===== src/rtl/cp0_reg.sv =====
`default_nettype none
// ============================================================================
// Module   : cp0_reg
// Brief    : MIPS CP0 register file with exception/ERET commit, MTC0/MFC0
//            access and the Count/Compare timer interrupt.
// Revision : 1.0 - initial release
// ============================================================================
module cp0_reg #(
    parameter logic [31:0] PRID_VAL = 32'h0000_4220
) (
    input  logic        clk,
    input  logic        resetn,
    input  logic        we_i,
    input  logic [4:0]  waddr_i,
    input  logic [4:0]  raddr_i,
    input  logic [31:0] data_i,
    input  logic [5:0]  int_i,
    input  logic [31:0] excepttype_i,
    input  logic [31:0] current_inst_addr_i,
    input  logic        is_in_delayslot_i,
    input  logic [31:0] bad_addr_i,
    output logic [31:0] data_o,
    output logic [31:0] count_o,
    output logic [31:0] compare_o,
    output logic [31:0] status_o,
    output logic [31:0] cause_o,
    output logic [31:0] epc_o,
    output logic [31:0] badvaddr_o,
    output logic        timer_int_o
);

    localparam logic [4:0] c_REG_BADVADDR = 5'd8;
    localparam logic [4:0] c_REG_COUNT    = 5'd9;
    localparam logic [4:0] c_REG_COMPARE  = 5'd11;
    localparam logic [4:0] c_REG_STATUS   = 5'd12;
    localparam logic [4:0] c_REG_CAUSE    = 5'd13;
    localparam logic [4:0] c_REG_EPC      = 5'd14;
    localparam logic [4:0] c_REG_PRID     = 5'd15;

    localparam logic [31:0] c_EXC_INT  = 32'h0000_0001;
    localparam logic [31:0] c_EXC_ADEL = 32'h0000_0004;
    localparam logic [31:0] c_EXC_ADES = 32'h0000_0005;
    localparam logic [31:0] c_EXC_SYS  = 32'h0000_0008;
    localparam logic [31:0] c_EXC_BP   = 32'h0000_0009;
    localparam logic [31:0] c_EXC_RI   = 32'h0000_000a;
    localparam logic [31:0] c_EXC_OV   = 32'h0000_000c;
    localparam logic [31:0] c_EXC_ERET = 32'h0000_000e;

    logic [31:0] r_count;
    logic [31:0] r_compare;
    logic        r_tick;
    logic        r_timer_int;
    logic [31:0] r_epc;
    logic [31:0] r_badvaddr;
    logic [7:0]  r_status_im;
    logic        r_status_exl;
    logic        r_status_ie;
    logic        r_cause_bd;
    logic        r_cause_ti;
    logic [5:0]  r_cause_ip_hw;
    logic [1:0]  r_cause_ip_sw;
    logic [4:0]  r_cause_exccode;

    logic        w_exc;
    logic        w_eret;
    logic        w_addr_exc;
    logic [4:0]  w_exc_code;
    logic        w_wr_count;
    logic        w_wr_compare;
    logic        w_wr_status;
    logic        w_wr_cause;
    logic        w_wr_epc;

    // Unknown nonzero codes fall through to "no exception".
    always_comb begin
        w_exc      = 1'b1;
        w_exc_code = 5'd0;
        unique case (excepttype_i)
            c_EXC_INT:  w_exc_code = 5'd0;
            c_EXC_ADEL: w_exc_code = 5'd4;
            c_EXC_ADES: w_exc_code = 5'd5;
            c_EXC_SYS:  w_exc_code = 5'd8;
            c_EXC_BP:   w_exc_code = 5'd9;
            c_EXC_RI:   w_exc_code = 5'd10;
            c_EXC_OV:   w_exc_code = 5'd12;
            default:    w_exc      = 1'b0;
        endcase
    end

    assign w_eret       = (excepttype_i == c_EXC_ERET);
    assign w_addr_exc   = (excepttype_i == c_EXC_ADEL) || (excepttype_i == c_EXC_ADES);
    assign w_wr_count   = we_i && (waddr_i == c_REG_COUNT);
    assign w_wr_compare = we_i && (waddr_i == c_REG_COMPARE);
    assign w_wr_status  = we_i && (waddr_i == c_REG_STATUS);
    assign w_wr_cause   = we_i && (waddr_i == c_REG_CAUSE);
    assign w_wr_epc     = we_i && (waddr_i == c_REG_EPC);

    // Count advances on every other cycle; a software load restarts the phase.
    always_ff @(posedge clk or negedge resetn) begin
        if (!resetn) begin
            r_count <= 32'd0;
            r_tick  <= 1'b0;
        end else if (w_wr_count) begin
            r_count <= data_i;
            r_tick  <= 1'b0;
        end else begin
            r_tick <= ~r_tick;
            if (r_tick)
                r_count <= r_count + 32'd1;
        end
    end

    always_ff @(posedge clk or negedge resetn) begin
        if (!resetn) begin
            r_compare   <= 32'd0;
            r_timer_int <= 1'b0;
        end else if (w_wr_compare) begin
            r_compare   <= data_i;
            r_timer_int <= 1'b0;
        end else if ((r_count == r_compare) && (r_compare != 32'd0)) begin
            r_timer_int <= 1'b1;
        end
    end

    // Exception/ERET assignments come last so they override MTC0 on EXL.
    always_ff @(posedge clk or negedge resetn) begin
        if (!resetn) begin
            r_status_im  <= 8'd0;
            r_status_exl <= 1'b0;
            r_status_ie  <= 1'b0;
        end else begin
            if (w_wr_status) begin
                r_status_im  <= data_i[15:8];
                r_status_exl <= data_i[1];
                r_status_ie  <= data_i[0];
            end
            if (w_exc)
                r_status_exl <= 1'b1;
            else if (w_eret)
                r_status_exl <= 1'b0;
        end
    end

    always_ff @(posedge clk or negedge resetn) begin
        if (!resetn) begin
            r_cause_bd      <= 1'b0;
            r_cause_ti      <= 1'b0;
            r_cause_ip_hw   <= 6'd0;
            r_cause_ip_sw   <= 2'd0;
            r_cause_exccode <= 5'd0;
        end else begin
            r_cause_ip_hw <= {int_i[5] | r_timer_int, int_i[4:0]};
            r_cause_ti    <= r_timer_int;
            if (w_wr_cause)
                r_cause_ip_sw <= data_i[9:8];
            if (w_exc) begin
                r_cause_exccode <= w_exc_code;
                if (!r_status_exl)
                    r_cause_bd <= is_in_delayslot_i;
            end
        end
    end

    // A nested exception (EXL already set) keeps the original return PC.
    always_ff @(posedge clk or negedge resetn) begin
        if (!resetn) begin
            r_epc <= 32'd0;
        end else if (w_exc && !r_status_exl) begin
            r_epc <= is_in_delayslot_i ? (current_inst_addr_i - 32'd4) : current_inst_addr_i;
        end else if (w_wr_epc) begin
            r_epc <= data_i;
        end
    end

    always_ff @(posedge clk or negedge resetn) begin
        if (!resetn)
            r_badvaddr <= 32'd0;
        else if (w_addr_exc)
            r_badvaddr <= bad_addr_i;
    end

    assign count_o     = r_count;
    assign compare_o   = r_compare;
    assign status_o    = {9'd0, 1'b1, 6'd0, r_status_im, 6'd0, r_status_exl, r_status_ie};
    assign cause_o     = {r_cause_bd, r_cause_ti, 14'd0, r_cause_ip_hw, r_cause_ip_sw,
                          1'b0, r_cause_exccode, 2'd0};
    assign epc_o       = r_epc;
    assign badvaddr_o  = r_badvaddr;
    assign timer_int_o = r_timer_int;

    always_comb begin
        data_o = 32'd0;
        unique case (raddr_i)
            c_REG_BADVADDR: data_o = r_badvaddr;
            c_REG_COUNT:    data_o = r_count;
            c_REG_COMPARE:  data_o = r_compare;
            c_REG_STATUS:   data_o = status_o;
            c_REG_CAUSE:    data_o = cause_o;
            c_REG_EPC:      data_o = r_epc;
            c_REG_PRID:     data_o = PRID_VAL;
            default:        data_o = 32'd0;
        endcase
    end

endmodule
`default_nettype wire

===== config.mk =====
export PLATFORM = sky130hd
export DESIGN_NAME = cp0_reg
export DESIGN_NICKNAME = d
export VERILOG_FILES = /design/src/rtl/cp0_reg.sv
export SDC_FILE = /design/constraint.sdc
export NUM_CORES = 1
export LEC_CHECK = 0
export CORE_MARGIN = 2
export CORE_UTILIZATION = 39
export CTS_CLUSTER_SIZE = 24
export DETAILED_ROUTE_END_ITERATION = 16
export GPL_TIMING_DRIVEN = 0
export PLACE_DENSITY = 0.73
export SLEW_MARGIN = 10
export SYNTH_ARGS = -nofsm -noshare
export SYNTH_HDL_FRONTEND = slang
export SYNTH_SLANG_ARGS = --single-unit

===== constraint.sdc =====
create_clock -name clk -period 2.2 [get_ports clk]
set_clock_uncertainty 0.15 [all_clocks]
set_input_delay 0.22 -clock clk [delete_from_list [all_inputs] [get_ports clk]]
set_output_delay 0.22 -clock clk [all_outputs]
set_load 0.01 [all_outputs]

# Word level (Yosys, flattened, before mapping)
# Cells that the tools add are included.
# W data, S select, Z words.
[word_totals]
input_bits = 148
word_cells = 70
out_inout_bits = 225
ff_bits = 155
[classes]
n_addsub = 2
reduce_logical = 16
n_eq_ne = 21
bitwise = 3
muxes = 14
[op_table]
columns = ["operator", "count"]
rows = [
  ["$pmux W32 S7", 1],
  ["$eq A32 B4 Y1 const B", 5],
  ["$mux W32", 5],
  ["$eq A32 B3 Y1 const B", 2],
  ["$eq A5 B4 Y1 const B", 12],
  ["$add A32 B1 Y32 const B", 1],
  ["$eq A32 B1 Y1 const B", 1],
  ["$eq A32 B32 Y1", 1],
  ["$reduce_bool A32 Y1", 1],
  ["$sub A32 B3 Y32 const B", 1],
  ["$pmux W4 S6", 1],
  ["$logic_and A1 B1 Y1", 7],
  ["$mux W1", 7],
  ["$reduce_or A7 Y1", 1],
  ["$reduce_bool A2 Y1", 3],
  ["$reduce_bool A3 Y1", 1],
  ["$not A1 Y1", 2],
  ["$reduce_and A2 Y1", 1],
  ["$logic_not A1 Y1", 1],
  ["$logic_or A1 B1 Y1", 1],
  ["$or A1 B1 Y1", 1],
]

# Logic depth before layout (Yosys ltp)
# Gate-level depths: netlist (run 1).
[logic_depth]
word_depth = 5
mapped_depth = 8
ltp_nobuf = 7

# Worst setup path before layout (run 1)
# OpenSTA, ideal clock, no wires.
[synth_path]
kind = "in2reg"
from = "input excepttype_i[14]"
to = "register r_badvaddr[10], in the netlist badvaddr_o[10]"
path_buffers = 2
setup_time_ps = 125
stages = 7
path_slack_ps = -192
arrival_time_ps = 2118
required_ps = 1925
path_cell_list = "nor4_1 > nand4_1 > or2_2 > clkbuf_1 > nor4b_2 > buf_6 > mux2_2"
[synth_via]
elab_chain_len = 2
word_cells_on_any_way = 3
classes_between = "eq/ne (2); reduce/logical (1)"
[synth_lines]
columns = ["item", "line", "source"]
rows = [
  ["start: declaration", "18", "input logic [31:0] excepttype_i,"],
  ["$eq A32 B3 Y1", "91", "assign w_addr_exc = (excepttype_i == c_EXC_ADEL) || (excepttype_i == c_EXC_ADES);"],
  ["$logic_or A1 B1 Y1 *", "91", ""],
  ["end signal: assignment", "179", "r_badvaddr <= bad_addr_i;"],
  ["end: declaration", "54", "logic [31:0] r_badvaddr;"],
]
# Every way passes the cells marked *; elsewhere a longest branch is shown, timed or not.
# A chain may end at the register's enable or synchronous reset.

# Worst setup path after layout (run 1)
[layout_path]
from = "register r_count[1], in the netlist count_o[1]"
to = "register r_count[30], in the netlist count_o[30]"
[layout_via]
elab_chain_len = 3
[layout_lines]
columns = ["item", "line", "source"]
rows = [
  ["start: declaration", "49", "logic [31:0] r_count;"],
  ["start signal: assignment", "104", "r_count <= data_i;"],
  ["start signal: assignment", "109", "r_count <= r_count + 32'd1;"],
  ["$add A32 B1 Y32", "109", ""],
  ["$mux W32", "108", "if (r_tick)"],
  ["$mux W32", "103", "end else if (w_wr_count) begin"],
]
# Every way passes these cells. The select of a mux whose other input is x is not followed.

==> impl_results.md, run 1 <==
- Initial Utilization: 39.61%
- Part of the Yosys area used for sequential elements: 43.11%
- Root Buffer: clkbuf_16
- Violated checks: hold timing, setup timing
- Reg2reg path depth: 6
- First-pass GRT wire length: 56.12 mm
- Slew headroom: 39.84%
- Unrepaired setup endpoints after global routing: true
- Die Y: 155.4 µm
- H-tree level count: 4
- DR vias: 9222
- Placer Congestion: 0.9402
- CP Class: reg -> reg
- Synth warn: 0
- Synthesis-stage register bit count: 154
- Count of final hold-check violations: 3
- Crit Reg-Reg Startpoint: count_o[1]$_DFFE_PN0N_
- Worst Setup Start Kind: flop
- Io pins: 373
- Lkg Pwr: 6.098 nW
- WL final: 38.69 mm
- CTS Buffer Depth: 2
- Initial antenna violation count: 1
- P&R area growth vs syn: 59.71%
- WL per Instance: 23.93 µm
- CTS sink count: 154
- Worst reg2reg endpoint: count_o[30]$_DFFE_PN0N_
- Worst setup startpoint: count_o[1]$_DFFE_PN0N_
- Detailed-router iteration count before antenna repair: 8
- Fin worst setup slack: -15.40 ps
- Max Cap Viol: 0
- Syn avg cell area: 9.989 µm²
- FFs w/ async S/R, synth: 100.0%
- Vias in the first global route: 9216
- Commonest non-fill, non-tap cells in the layout: clkdlybuf4s50_1, dfrtp_1, nand2_1
- Port buffer count: 331
- Distinct cells, synth: 51
- Syn Inst Count: 895
- Via density: 5.703
- Worst hold path type: in -> reg
- Global-route usage over all layers: 31.09%
- CTS tree: built
- Total CTS buffers: 17
- Final Setup Violations: 1
- Mapped Area: 8940 µm²
- Die width: 155.4 µm
- P per Cell Area: 707.7 nW/µm²
- Setup crit end: count_o[30]$_DFFE_PN0N_
- Fmax: 451.4 MHz
- Non-filler cells, final: 1617
- Filler Cell Count: 1857
- Final worst path period need: 2215 ps
- Data arrival, critical path: 2390 ps
- Die footprint: 24150 µm²
- Largest net degree at the start of global routing: 81
- Fin. max-slew vios: 0
- Grt total ovfl: 0
- Clk slew on worst S/H paths: 60 ps
- Max rail drop VDD: 509.4 µV
- Final worst-path cycle share: 100.7%
- # DRC: 0
- Most common cell after layout, fill and taps aside: clkdlybuf4s50_1
- Outcome: complete, but fails checks
- Crit path max fanout: 6
- Final Core Density: 63.25%
- Final HPWL DP: 28.05 mm
- Dpl cells: 1551
- EDFF count, synth: 0
- Hold slack: -6.193 ps
- Register area: 3859 µm²
- Area of the multi-input gates: 5016 µm²
- Top FF cell, synth: dfrtp_1
- Antenna-violating nets left: 0
- Crit end category: flop
- FP Rows: 55
- Core area: 22570 µm²
- R2R Setup Slk: -20 ps
- Share of layout cells above drive strength 1: 24.34%
- Nets: 1471
- CP required: 2370 ps
- DRT iter0 DRCs: 1022
- Least-Margin Pin Slew: 902.3 ps
- Hold Path Origin: current_inst_addr_i[11]
- Latest clock arrival within the worst-skew pair: 440 ps
==> worst min path at each step <==
stage | end | slack [ps] | cells past startpoint
floorplan | badvaddr_o[0]$_DFFE_PN0P_ | -230 | 0
global placement | r_cause_ti$_DFF_PN0_ | 350 | 0
detailed placement | badvaddr_o[15]$_DFFE_PN0P_ | 100 | 1
CTS | r_cause_ip_hw[1]$_DFF_PN0_ | 70 | 1
global route | epc_o[11]$_DFFE_PN0P_ | 6 | 3
finish | epc_o[11]$_DFFE_PN0P_ | -6 | 3
==> Yosys cell counts (4+ instances only) <==
library cell    n  share of area (%)
nor2_1         17               0.71
buf_4          44                3.7
a22oi_1        29                2.4
mux2_2         77                9.7
nand3_1        25                1.4
nor4_1         29                2.0
inv_1           8               0.34
nor3_1         15               0.84
nor4b_1         4               0.39
dfrtp_1       154                 43
o21ai_0        46                2.6
nand2_1       101                4.2
buf_6           4               0.50
mux2i_1        12                1.3
or3_1           6               0.42
or2_2           6               0.42
nand4_1        22                1.5
a211oi_1       24                2.0
or4_1           5               0.42
clkbuf_1       50                2.1
a222oi_1       24                2.7
nor2b_1        27                1.9
a21oi_1        26                1.5
nor3b_1         5               0.42
and3_1          6               0.42
a31oi_1         4               0.28
xnor2_1        71                7.0
xor2_1         20                2.0
==> cell type report <==
type                            instances  share of cell area (%)
Antenna cell                            1                 0.01753
Buffer                                 93                   5.390
Clock buffer                           20                   3.129
Clock inverter                          9                  0.8764
Inverter                                8                  0.2103
Multi-Input combinational cell        669                   35.13
Sequential cell                       154                   27.03
Tap cell                              285                   2.498
Timing Repair Buffer                  378                   25.72
==> metal layers <==
metal / wire [µm] / track usage (%) / part of all wire (%)
met1: 14850 / 38.11 / 38
met2: 18410 / 50.46 / 48
met3: 3978 / 9.192 / 10
met4: 1447 / 14.55 / 3.7
met5: 0 / 0 / 0
==> where the power goes <==
part           internal (mW)  switching (mW)  leakage [nW]
clock                   1.78            1.18         0.277
sequential              3.29           0.794          1.99
combinational           1.73            1.32          3.83
==> critical path: stages, from the launching register on <==
cell	delay [ps]
dfrtp_2	430
ha_1	220
nand3_1	220
or2_4	370
nor4_2	320
xor2_1	110
mux2_2	270
==> kinds of logic (layout without fill, tap and decap cells) <==
family / after synthesis / after routing / synth area share [%]
AO/OA/AOI/OAI: 160 / 160 / 12.08
XOR/XNOR: 91 / 91 / 8.915
multiplexers: 89 / 89 / 11.04
AND/OR/NAND/NOR: 287 / 287 / 17.65
buffers and inverters: 110 / 508 / 6.844
other: 2 / 41 / 0.08401
flip-flops: 154 / 154 / 43.11
adder cells (fa/ha/maj): 2 / 2 / 0.2799
==> flip-flops by register name, summed over array words and instances (netlist names) <==
register         count
r_status_ie          1
r_cause_bd           1
count_o             32
r_cause_ip_sw        2
timer_int_o          1
badvaddr_o          32
r_cause_ti           1
r_status_im          8
r_status_exl         1
compare_o           32
epc_o               32
r_cause_ip_hw        6
r_cause_exccode      4
r_tick               1
==> stage by stage <==
| stage | setup WS [ps] | setup TNS, ps | area (µm²) | total power [mW] | hold slack (ps) |
|---|---|---|---|---|---|
| 3_5_place_dp | -1815 | -152900 | 12880 | 7.051 | 104.4 |
| 5_1_grt | -83.58 | -2943 | 14280 | 10.48 | 5.881 |
| 2_1_floorplan | -29.75 | -908.4 | 9158 | 5.142 | -225.6 |
| 3_3_place_gp | -5919 | -1092050 | 12830 | 6.999 | 347.4 |
| 4_1_cts | -20.94 | -20.94 | 14130 | 10.02 | 65.60 |
| 6_report | -15.40 | -15.40 | 14280 | 10.10 | -6.193 |
==> timing repair <==
action,4_1_cts,5_1_grt
hold endpoints to repair,79,1
endpoints found under the setup margin,141,146
buffers inserted,29,13
pin swaps,45,39
hold buffers,1,1
gates resized for setup,223,77
cloned,4,0
No activity file was read; power rests on OpenSTA's default activity.
==> run 2: changes to the inputs <==
CAP_MARGIN = 20   (was default)
MAX_ROUTING_LAYER = met4   (was default)
==> run 2 against run 1 <==
- the run still ends with hold timing, setup timing left
- largest cell class unchanged
- final cell count increased by 0.19%
- wire length rose by 1.0%
- sequential power is essentially flat
- largest power group unchanged
- global-route usage is 1.2 points higher
- critical path depth stayed put
- hold slack is essentially flat
- core utilization up 0.54 points
- design area rose by 0.85%
- die area did not move
- non-clock buffer count unchanged
- power down 0.35%
==> impl_results.md, run 2 (synthesized netlist as in run 1, its figures left out) <==
- Outcome: complete, but fails checks
- Violated checks: hold timing, setup timing
- Grt total ovfl: 0
- Global-route usage over all layers: 32.25%
- Most common cell after layout, fill and taps aside: clkdlybuf4s50_1
- Largest net degree at the start of global routing: 80
- Fmax: 452.6 MHz
- CTS tree: built
- Nets: 1471
- Antenna-violating nets left: 0
- Clk slew on worst S/H paths: 70 ps
- Die width: 155.4 µm
- Lkg Pwr: 6.271 nW
- Worst hold path type: in -> reg
- Io pins: 373
- Root Buffer: clkbuf_16
- Worst Setup Start Kind: primary input
- WL per Instance: 24.13 µm
- Fin worst setup slack: -9.492 ps
- DR vias: 9248
- CP required: 2400 ps
- Hold slack: -6.013 ps
- Unrepaired setup endpoints after global routing: true
- Total power: 10.07 mW
- H-tree level count: 4
- FP Rows: 55
- Placer Congestion: 0.9445
- P per Cell Area: 699.3 nW/µm²
- Fin. max-slew vios: 0
- Vias in the first global route: 9159
- Final worst path period need: 2209 ps
- Least-Margin Pin Slew: 753.4 ps
- Setup tns final: -9.492 ps
- Count of final hold-check violations: 2
- Die footprint: 24150 µm²
- P&R area growth vs syn: 61.06%
- Total CTS buffers: 17
- Final Setup Violations: 1
- CP Class: in -> reg
- Via density: 5.709
- DRT iter0 DRCs: 1134
- Reg2reg path depth: 7
- Initial Utilization: 39.61%
- # DRC: 0
- Latest clock arrival within the worst-skew pair: 430 ps
- Worst hold path stage count: 3
- Commonest non-fill, non-tap cells in the layout: clkdlybuf4s50_1, dfrtp_1, nand2_1
- WL final: 39.08 mm
- First-pass GRT wire length: 56.79 mm
- Initial antenna violation count: 1
- Max rail drop VDD: 669.7 µV
- Share of layout cells above drive strength 1: 24.74%
- CTS Buffer Depth: 2
- Slew headroom: 49.77%
- Crit path max fanout: 4
- Data arrival, critical path: 2410 ps
- Port buffer count: 331
- CTS sink count: 154
- Final worst-path cycle share: 100.4%
- Crit end category: flop
- Core area: 22570 µm²
- Detailed-router iteration count before antenna repair: 8
- Final HPWL DP: 28.24 mm
- Die Y: 155.4 µm
- Max Cap Viol: 0
## run 2: cell count changes in the layout (fill, tap and decap cells not counted), sizes merged, moves of 3 or more
cell,previous run,this run
dlymetal6s2s,10,28
clkbuf,82,70
dlygate4sd2,25,14
buf,109,117
clkdlybuf4s50,257,252
clkdlybuf4s15,6,9
clkinv,4,7
## run 2: layout make-up
type,instances,area [µm²]
diodes,1,2.502
plain buffers,91,799.5
clock buffers,20,446.7
clock inverters,12,125.1
fillers,1854,8173
inverters,8,30.03
multi-input cells,669,5034
flip-flops and latches,154,3864
well taps,285,356.6
repair buffers,380,3741
## run 2: timing repair
action                                 4_1_cts  5_1_grt
setup endpoints to repair                  141      118
resized for setup                          212      111
hold buffers                                 1        0
cloned                                       3        2
setup buffers                               26       13
endpoints found under the hold margin       75        0
pin swaps                                   34       46
## run 2: stage by stage
step,std cells,utilization [%],setup slack (ps),hold slack (ps),instance area [µm²]
after floorplan,933,-,-29.75,-225.6,9158
after global placement,1549,56.83,-5880,348.1,12830
after detailed placement,1553,57.12,-1812,97.09,12890
after CTS,1608,62.58,-10.76,58.89,14130
after global routing,1620,63.79,-76.92,2.510,14400
final,1620,63.79,-9.492,-6.013,14400
## run 2: worst paths after layout
path                            slack, ps                 endpoint               startpoint
worst min register to register        380     r_cause_ti$_DFF_PN0_  timer_int_o$_DFFE_PN0P_
worst max-delay path                   -9    epc_o[25]$_DFFE_PN0P_   current_inst_addr_i[2]
min in group asynchronous             200    epc_o[18]$_DFFE_PN0P_                   resetn
max in group asynchronous             870   count_o[2]$_DFFE_PN0N_                   resetn
worst max register to register         10  count_o[22]$_DFFE_PN0N_  count_o[10]$_DFFE_PN0N_
worst min-delay path                   -6    epc_o[14]$_DFFE_PN0P_  current_inst_addr_i[14]
## run 2: metal layers
| metal | vias up | part of all wire, % | GRT usage [%] |
|---|---|---|---|
| met5 | - | 0 | - |
| met4 | 0 | 3.8 | 12.10 |
| met3 | 113 | 9.3 | 8.663 |
| met2 | 547 | 48 | 51.77 |
| met1 | 4546 | 39 | 39.04 |
| li1 | 4042 | - | - |
## run 2: worst max-delay path, stage by stage
cell and delay [ps]:
clkdlybuf4s50_1 460, or3b_2 550, nor3_2 530, nand4_1 270
xor2_1 200, a21oi_1 180
## run 2: power by group
part           leakage, nW  switching (mW)  internal (mW)
Combinational         4.01            1.31           1.72
Sequential            1.99           0.818           3.29
Clock                0.276            1.24           1.69
Total                 6.27            3.37           6.70
==> run 3: changes to the inputs <==
CORE_MARGIN = default   (was 2)
==> run 3 against run 2 <==
- the flow finishes with violations (hold timing)
- highest routed layer unchanged
- design area shrank 0.26%
- critical path type unchanged
- non-clock buffer count shrank 2
- hold slack lost 25 ps
- clock-buffer cell count shrank 1
- clock power grew 6%
- wire length shrank 2.2%
- largest cell class unchanged
- critical path depth grew 1
- core utilization shrank 0.17 points
- power grew 1.6%
- first-iteration DRC count shrank 7.6%
- die area shrank 2.6%
- critical endpoint is now epc_o[29]$_DFFE_PN0P_
- maximum frequency grew 2.8%
==> impl_results.md, run 3 (synthesized netlist as in run 1, its figures left out) <==
- Final Setup Violations: 0
- Lkg Pwr: 6.156 nW
- Slew headroom: 39.34%
- Io pins: 373
- Initial antenna violation count: 0
- Data arrival, critical path: 2310 ps
- DRT iter0 DRCs: 1048
- Least-Margin Pin Slew: 909.9 ps
- Worst reg2reg endpoint: count_o[30]$_DFFE_PN0N_
- Final Core Density: 63.63%
- WL final: 38.24 mm
- Count of final hold-check violations: 2
- Reg2reg path depth: 5
- Max Cap Viol: 0
- CP max stage delay: 590 ps
- Crit path max fanout: 5
- Worst setup startpoint: current_inst_addr_i[9]
- H-tree level count: 4
- CP Class: in -> reg
- Hold slack: -31.31 ps
- Detailed-router iteration count before antenna repair: 7
- Die footprint: 23530 µm²
- DR vias: 9161
- Initial Utilization: 39.61%
- Share of layout cells above drive strength 1: 24.85%
- Core area: 22570 µm²
- CP required: 2360 ps
- Violated checks: hold timing
- CTS Buffer Depth: 2
- Most common cell after layout, fill and taps aside: clkdlybuf4s50_1
- Final worst path period need: 2150 ps
- Setup crit end: epc_o[29]$_DFFE_PN0P_
- Root Buffer: clkbuf_16
- P&R area growth vs syn: 60.64%
- Global-route usage over all layers: 32.82%
- Unrepaired setup endpoints after global routing: false
- Slowest cell on crit path: or4b_4
- Via density: 5.665
- # DRC: 0
- Net Sw Power: 3.393 mW
- Commonest non-fill, non-tap cells in the layout: clkdlybuf4s50_1, dfrtp_1, nand2_1
- Final HPWL DP: 27.73 mm
- Placer Congestion: 0.9742
- Die width: 153.4 µm
- Worst hold path type: in -> reg
- Port buffer count: 331
- Switching share of power: 33.16%
- Grt total ovfl: 0
- Total CTS buffers: 17
- CTS sink count: 154
- R2R Setup Slk: 80 ps
- Crit Reg-Reg Startpoint: count_o[6]$_DFFE_PN0N_
- Nets: 1469
- WL per Instance: 23.65 µm
- P per Cell Area: 712.5 nW/µm²
- FP Rows: 55
- Outcome: complete, but fails checks
- Flop pwr share: 40.1%
- Combinational share of power: 29.5%
- CTS tree: built
- Latest clock arrival within the worst-skew pair: 440 ps
- Hold Path Origin: current_inst_addr_i[10]
- Vias in the first global route: 8978
- Die Y: 153.4 µm
- Clk slew on worst S/H paths: 70 ps
- Final worst-path cycle share: 97.72%
- Antenna cells: 0
- CP cell instances: clkdlybuf4s15_1, or4_4, or4b_4, buf_12, nor4_4, xnor2_1, a21oi_1
- Worst Setup Start Kind: primary input
- Max rail drop VDD: 526.8 µV
- Antenna-violating nets left: 0
- Fmax: 465.1 MHz
- Fin. max-slew vios: 0
- Clock share of power: 30.4%
- Largest net degree at the start of global routing: 90
- First-pass GRT wire length: 55.72 mm
- Internal Dissipation: 6.839 mW
- Crit end category: flop
## run 3: power by group through the flow
stage,Combinational [mW],Sequential [mW],Clock (mW)
global placement,2.96,4.03,0
global route,3.19,4.14,3.25
detailed placement,3.00,4.05,0
CTS,3.00,4.04,3.12
floorplan,1.13,4.01,0
finish,3.02,4.10,3.11
## run 3: worst min path at each step
stage,endpoint,slack [ps],cells past startpoint
floorplan,badvaddr_o[0]$_DFFE_PN0P_,-230,0
global placement,r_cause_ti$_DFF_PN0_,350,0
detailed placement,badvaddr_o[15]$_DFFE_PN0P_,60,1
CTS,r_cause_ip_hw[2]$_DFF_PN0_,70,1
global route,epc_o[11]$_DFFE_PN0P_,0.3,3
finish,epc_o[10]$_DFFE_PN0P_,-30,3
## run 3: layout make-up
cell class / instances / area, µm²
flip-flops and latches: 154 / 3865
plain buffers: 92 / 828.3
well taps: 285 / 356.6
fillers: 1859 / 8210
clock buffers: 19 / 442.9
inverters: 8 / 30.03
multi-input cells: 669 / 4970
repair buffers: 377 / 3700
clock inverters: 13 / 168.9
## run 3: metrics by stage
step / TNS (ps) / std cells / area, µm² / worst slack [ps] / power (mW)
2_1_floorplan: -908.4 / 933 / 9158 / -29.75 / 5.142
3_3_place_gp: -1089630 / 1549 / 12830 / -5871 / 6.994
3_5_place_dp: -150040 / 1552 / 12890 / -1892 / 7.051
4_1_cts: 0 / 1608 / 14120 / 4.040 / 10.16
5_1_grt: 0 / 1617 / 14360 / 6.325 / 10.58
6_report: 0 / 1617 / 14360 / 50.07 / 10.23
## run 3: per-layer routing
layer,vias to the layer above,global-route usage (%),wire length [µm]
met5,-,-,0
met4,0,13.67,1436
met3,98,8.137,3582
met2,558,51.97,18130
met1,4465,39.93,15090
li1,4040,-,-
## run 3: worst max-delay path, delay by kind of cell
| kind | cells | cell delay [ps] |
|---|---|---|
| AOI/OAI and AO/OA | 1 | 90 |
| xor gates and xnor gates | 1 | 160 |
| buffers and inverters | 2 | 400 |
| and+or+nand+nor | 3 | 1410 |
## run 3: repair_timing
action                     4_1_cts  5_1_grt
gates resized for setup        231       85
hold endpoints to repair        65        0
setup buffers                   26       10
cloned                           4        2
pin swaps                       41       26
hold buffers                     1        0
setup endpoints to repair      141      137
